`config.mk`:
```
export PLATFORM = sky130hd
export DESIGN_NAME = vga_sync_rx
export DESIGN_NICKNAME = d
export VERILOG_FILES = /design/src/rtl/vga_sync_rx.sv
export SDC_FILE = /design/constraint.sdc
export NUM_CORES = 1
export LEC_CHECK = 0
export BUFFER_PORTS_ARGS = -buffer_cell sky130_fd_sc_hd__buf_2
export CAP_MARGIN = 0
export CORE_UTILIZATION = 62
export DETAILED_ROUTE_END_ITERATION = 12
export PLACE_DENSITY = 0.91
export SLEW_MARGIN = 25
export SYNTH_ARGS = -nofsm -noshare
export SYNTH_HDL_FRONTEND = slang
export SYNTH_SLANG_ARGS = --single-unit
export TNS_END_PERCENT = 10
```
`constraint.sdc`:
```
create_clock -name clk_i -period 4.62 [get_ports clk_i]
set_input_delay 0.231 -clock clk_i [delete_from_list [all_inputs] [get_ports clk_i]]
set_output_delay 0.231 -clock clk_i [all_outputs]
set_load 0.005 [all_outputs]
```
`src/rtl/vga_sync_rx.sv`:
```
// Receive side of a VGA timing interface: recovers active-pixel coordinates from hs/vs/d_ena,
// measures line and frame periods and reports lock while that timing stays stable.
module vga_sync_rx #(
    parameter int   CW     = 10,
    parameter logic HS_POL = 1'b0,
    parameter logic VS_POL = 1'b0,
    parameter int   H_TO   = 1000
) (
    input  logic          clk_i,
    input  logic          rst_ni,
    input  logic          hs_i,
    input  logic          vs_i,
    input  logic          d_ena_i,
    output logic [CW-1:0] x_o,
    output logic [CW-1:0] y_o,
    output logic          pix_valid_o,
    output logic          sof_o,
    output logic          locked_o,
    output logic [CW-1:0] h_total_o,
    output logic [CW-1:0] v_total_o,
    output logic          err_o
);
    typedef enum logic [1:0] {IDLE, SYNC, MEAS, LOCKED} state_e;

    localparam logic [CW-1:0] MAX_CNT = '1;
    localparam logic [CW-1:0] TO_CNT  = CW'(H_TO);

    state_e        r_state;
    state_e        w_next;
    logic          r_hsA, r_hsB, r_vsA, r_vsB, r_deA, r_deB;
    logic [CW-1:0] r_hc, r_lc, r_xc, r_yc;
    logic          w_hsEdge, w_vsEdge, w_deFall;
    logic [CW-1:0] w_linePer;
    logic          w_lockErr;
    logic [CW-1:0] w_hTot, w_vTot;
    logic          w_locked, w_pixValid, w_sof, w_err;

    function automatic logic [CW-1:0] satInc(input logic [CW-1:0] v);
        return (v == MAX_CNT) ? v : v + CW'(1);
    endfunction

    // Sync inputs idle at their inactive level so reset never fakes a sync edge on its own.
    always_ff @(posedge clk_i) begin
        if (!rst_ni) begin
            r_hsA <= ~HS_POL;
            r_hsB <= ~HS_POL;
            r_vsA <= ~VS_POL;
            r_vsB <= ~VS_POL;
            r_deA <= 1'b0;
            r_deB <= 1'b0;
        end else begin
            r_hsA <= hs_i;
            r_hsB <= r_hsA;
            r_vsA <= vs_i;
            r_vsB <= r_vsA;
            r_deA <= d_ena_i;
            r_deB <= r_deA;
        end
    end

    assign w_hsEdge  = (r_hsA == HS_POL) && (r_hsB != HS_POL);
    assign w_vsEdge  = (r_vsA == VS_POL) && (r_vsB != VS_POL);
    assign w_deFall  = r_deB && !r_deA;
    assign w_linePer = satInc(r_hc);

    always_ff @(posedge clk_i) begin
        if (!rst_ni) begin
            r_hc <= '0;
            r_lc <= '0;
            r_xc <= '0;
            r_yc <= '0;
        end else begin
            r_hc <= w_hsEdge ? '0 : satInc(r_hc);
            // A line whose hs edge coincides with the vs edge is line 0 of the new frame.
            if (w_vsEdge)      r_lc <= '0;
            else if (w_hsEdge) r_lc <= satInc(r_lc);
            if (w_hsEdge)      r_xc <= '0;
            else if (r_deA)    r_xc <= satInc(r_xc);
            if (w_vsEdge)      r_yc <= '0;
            else if (w_deFall) r_yc <= satInc(r_yc);
        end
    end

    assign w_lockErr = (w_hsEdge && (w_linePer != h_total_o)) ||
                       (w_vsEdge && (r_lc != v_total_o)) ||
                       (r_hc >= TO_CNT);

    always_ff @(posedge clk_i) begin
        if (!rst_ni) r_state <= IDLE;
        else         r_state <= w_next;
    end

    always_comb begin
        w_next = r_state;
        case (r_state)
            IDLE:    w_next = SYNC;
            SYNC:    if (w_vsEdge)  w_next = MEAS;
            MEAS:    if (w_vsEdge)  w_next = LOCKED;
            LOCKED:  if (w_lockErr) w_next = SYNC;
            default: w_next = IDLE;
        endcase
    end

    // Lock-qualified outputs look at the next state so pixels never outlive locked_o.
    always_comb begin
        w_hTot     = h_total_o;
        w_vTot     = v_total_o;
        if (r_state == MEAS && w_hsEdge) w_hTot = w_linePer;
        if (r_state == MEAS && w_vsEdge) w_vTot = r_lc;
        w_locked   = (w_next == LOCKED);
        w_pixValid = w_locked && r_deA;
        w_sof      = w_pixValid && (r_xc == '0) && (r_yc == '0);
        w_err      = (r_state == LOCKED) && w_lockErr;
    end

    always_ff @(posedge clk_i) begin
        if (!rst_ni) begin
            x_o         <= '0;
            y_o         <= '0;
            pix_valid_o <= 1'b0;
            sof_o       <= 1'b0;
            locked_o    <= 1'b0;
            h_total_o   <= '0;
            v_total_o   <= '0;
            err_o       <= 1'b0;
        end else begin
            x_o         <= r_xc;
            y_o         <= r_yc;
            pix_valid_o <= w_pixValid;
            sof_o       <= w_sof;
            locked_o    <= w_locked;
            h_total_o   <= w_hTot;
            v_total_o   <= w_vTot;
            err_o       <= w_err;
        end
    end
endmodule

```
==> summary.md <==
| Metric | Value |
|---|---|
| Post-DP HPWL | 5750 µm |
| Vias per inst | 5.84 |
| Cell Rows | 28 |
| Cell taking the most area after synthesis | dfxtp_1 |
| Reg-to-reg startpoint | r_hc[1] |
| PwrDens | 332 nW/µm² |
| YS warnings | 0 |
| Clk root buf | clkbuf_8 |
| Crit path time final | 2.54 ns |
| Ant diodes | 0 |
| Flop and latch count out of synthesis | 92 |
| Sequential cell area fraction in the yosys report | 0.464 |
| Filler Cells Inserted | 457 |
| Post-synthesis cell area | 3970 µm² |
| Crit path max fanout | 13 |
| Status | completed |
| Share of cells above drive strength 1 | 0.135 |
| RR Endpoint | sof_o |
| WL/cell | 14.7 µm |
| DRC violations left | 0 |
| Post-route ant nets | 0 |
| Final hold slack | 0.0457 ns |
| Maxcap violations | 0 |
| RD Place Congestion | 0.867 |
| CP arrival | 2.82 ns |
| Final-report hold violation count | 0 |
| Die area | 6720 µm² |
| Number of flops mapped to enable cells by yosys | 0 |
| Post-synth top flop | dfxtp_1 |
| Clock Latency Late Sink | 0.36 ns |
| Worst-Margin Slew | 0.749 ns |
| GRT Total Usage | 0.275 |
| # H-tree levels | 3 |
| Die Height | 82.0 µm |
| Antenna violations before repair | 0 |
| Final cell count without fillers | 570 |
| Mean Syn Cell Area | 8.83 µm² |
| First-pass GRT wire length | 13900 µm |
| Vias in the first global route | 3005 |
| Hold Crit Endpoint | r_hsA |
| Postcts setup bufs | 0 |
| Worst r2r path cells | 7 |
| Via count | 3330 |
| # port buffers | 48 |
| Hold Crit Class | in2reg |
| Num CTS Buffers | 9 |
| CP Class | reg2reg |
| Post-Syn Instances | 449 |
| Drt total wl | 8390 µm |
| CTS tree | done |
| Slew Limit Fails | 0 |
| Fmax | 394 MHz |
| P_leak | 1.83 nW |
| Placed insts | 554 |
| Synth-to-Final Area Change | 11.8% |
| Final #Nets | 502 |
| Top-Level Pins | 49 |
| Mapped Nets | 461 |
| Synth top area cells | dfxtp_1, nand2_1, and2_1 |
| Core area | 6060 µm² |
| Tcrit/Tclk final | 0.549 |
| Netlist cell types | 43 |
| Hold Path Origin | hs_i |
| Largest net degree at the start of global routing | 53 |
| Post_cts resized | 0 |
| Clock sink count | 92 |
| CTS Hold Buffers Added | 0 |
| Post-synth top area share | 0.464 |
| Max-slew headroom | 0.500 |
| Async SR Flop Fraction | 0 |
| Unrepaired setup endpoints after global routing | no |
| Hold Crit Depth | 2 |
| Starting Density | 0.654 |
| CTS max path bufs | 2 |
| First-pass DRT Iterations | 5 |
| Worst Clk Skew | 0.0108 ns |
| DRT iter0 DRCs | 312 |
| GRT overflow | 0 |
| Required @ worst endpoint | 4.90 ns |
| Final setup vio count | 0 |
| Sum Neg Setup Slack | 0 ns |
| Clock transition at path regs | 0.09 ns |
| Chip width | 82.0 µm |
| CP startpoint kind | flip-flop |
| Max IR drop VDD | 323 µV |
| Worst Setup End Kind | flip-flop |
| Reg2reg setup slack | 2.08 ns |
critical path, stage by stage (launching register included):
cell	delay, ns
dfxtp_1	0.47
ha_1	0.46
and3_1	0.51
a211o_1	0.18
o21ai_0	0.08
nor4_1	0.25
a31oi_1	0.21
nor4_2	0.28
state kept, by name, summed over array words and instances (netlist names):
signal,flops
h_total_o,10
r_hc,10
r_lc,10
r_xc,10
r_yc,10
v_total_o,10
x_o,10
y_o,10
r_state,2
err_o,1
locked_o,1
pix_valid_o,1
r_deA,1
r_deB,1
r_hsA,1
r_hsB,1
r_vsA,1
r_vsB,1
sof_o,1
synth_stat cells (4+ instances only):
cell type,count
nor4_1,7
dfxtp_1,92
ha_1,7
inv_1,14
nand3_1,17
and2_1,30
and4_1,5
xnor2_1,13
nand2b_1,12
nor2b_1,4
o21ai_0,20
a21oi_1,17
nand4_1,13
xor2_1,18
clkbuf_1,13
nand2_1,51
nor2_1,46
o211a_1,5
or3_1,9
and3_1,4
mux2i_1,4
a21boi_0,10
o21a_1,5
cells by family (layout without fill, tap and decap cells):
family | count (synthesis) | count (layout) | share of synthesized area
DFF | 92 | 92 | 0.464
muxes | 4 | 4 | 0.0101
adders and majority gates | 7 | 7 | 0.0221
buffers and inverters | 32 | 78 | 0.0356
and+or+nand+nor | 205 | 205 | 0.262
xor gates and xnor gates | 32 | 32 | 0.0726
AOI/OAI and AO/OA | 77 | 77 | 0.133
how the worst max path moves through the flow:
| stage | start | end |
|---|---|---|
| final | r_hc[1] | sof_o |
| after CTS | r_hc[0] | sof_o |
| after floorplan | r_hc[0] | sof_o |
| after detailed placement | r_hc[0] | sof_o |
| after global placement | r_hc[0] | sof_o |
| after global routing | r_hc[0] | sof_o |
placed cells by master, fill, tap and decap left out, drive strengths merged, types with 7 or more instances in the layout:
cell,synthesis,layout
a21boi,10,10
xor2,19,19
ha,7,7
dfxtp,92,92
nand4,13,13
a21oi,17,17
nor2,46,46
or3,9,9
clkbuf,13,9
nand2,51,51
buf,5,48
xnor2,13,13
nand3,17,17
nor4,8,8
inv,14,16
and2,30,30
nand2b,12,12
o21ai,20,20
through the flow:
step                      total power, W  utilization  setup slack, ns  area, µm²
after floorplan                 0.000874            -             2.32       3970
final                            0.00147        0.732             2.08       4430
after global routing             0.00152        0.732             1.80       4430
after global placement          0.000887        0.695             2.17       4210
after detailed placement        0.000889        0.695             2.10       4210
after CTS                        0.00147        0.732             2.08       4430
report_power, final:
group	internal, W	leakage [nW]	total [W]	switching, W
Clock	0.000308	0.110	0.000600	0.000291
Combinational	0.0000234	0.981	0.0000601	0.0000367
Sequential	0.000801	0.744	0.000812	0.0000105
routing by layer:
| metal | vias up | part of all wire | track usage |
|---|---|---|---|
| met5 | - | 0 | 0 |
| met4 | 0 | 0.020 | 0.109 |
| met3 | 20 | 0.058 | 0.0578 |
| met2 | 133 | 0.48 | 0.465 |
| met1 | 1551 | 0.44 | 0.339 |
| li1 | 1626 | - | - |
final cells by class:
class,count,area [µm²],share of cell area
Inverter,14,52.6,0.0119
Tap cell,75,93.8,0.0212
Clock buffer,9,124,0.0279
Clock inverter,7,98.8,0.0223
Timing Repair Buffer,48,240,0.0542
Sequential cell,92,1840,0.415
Multi-Input combinational cell,325,1980,0.447
(Power assumes the default switching activity.)
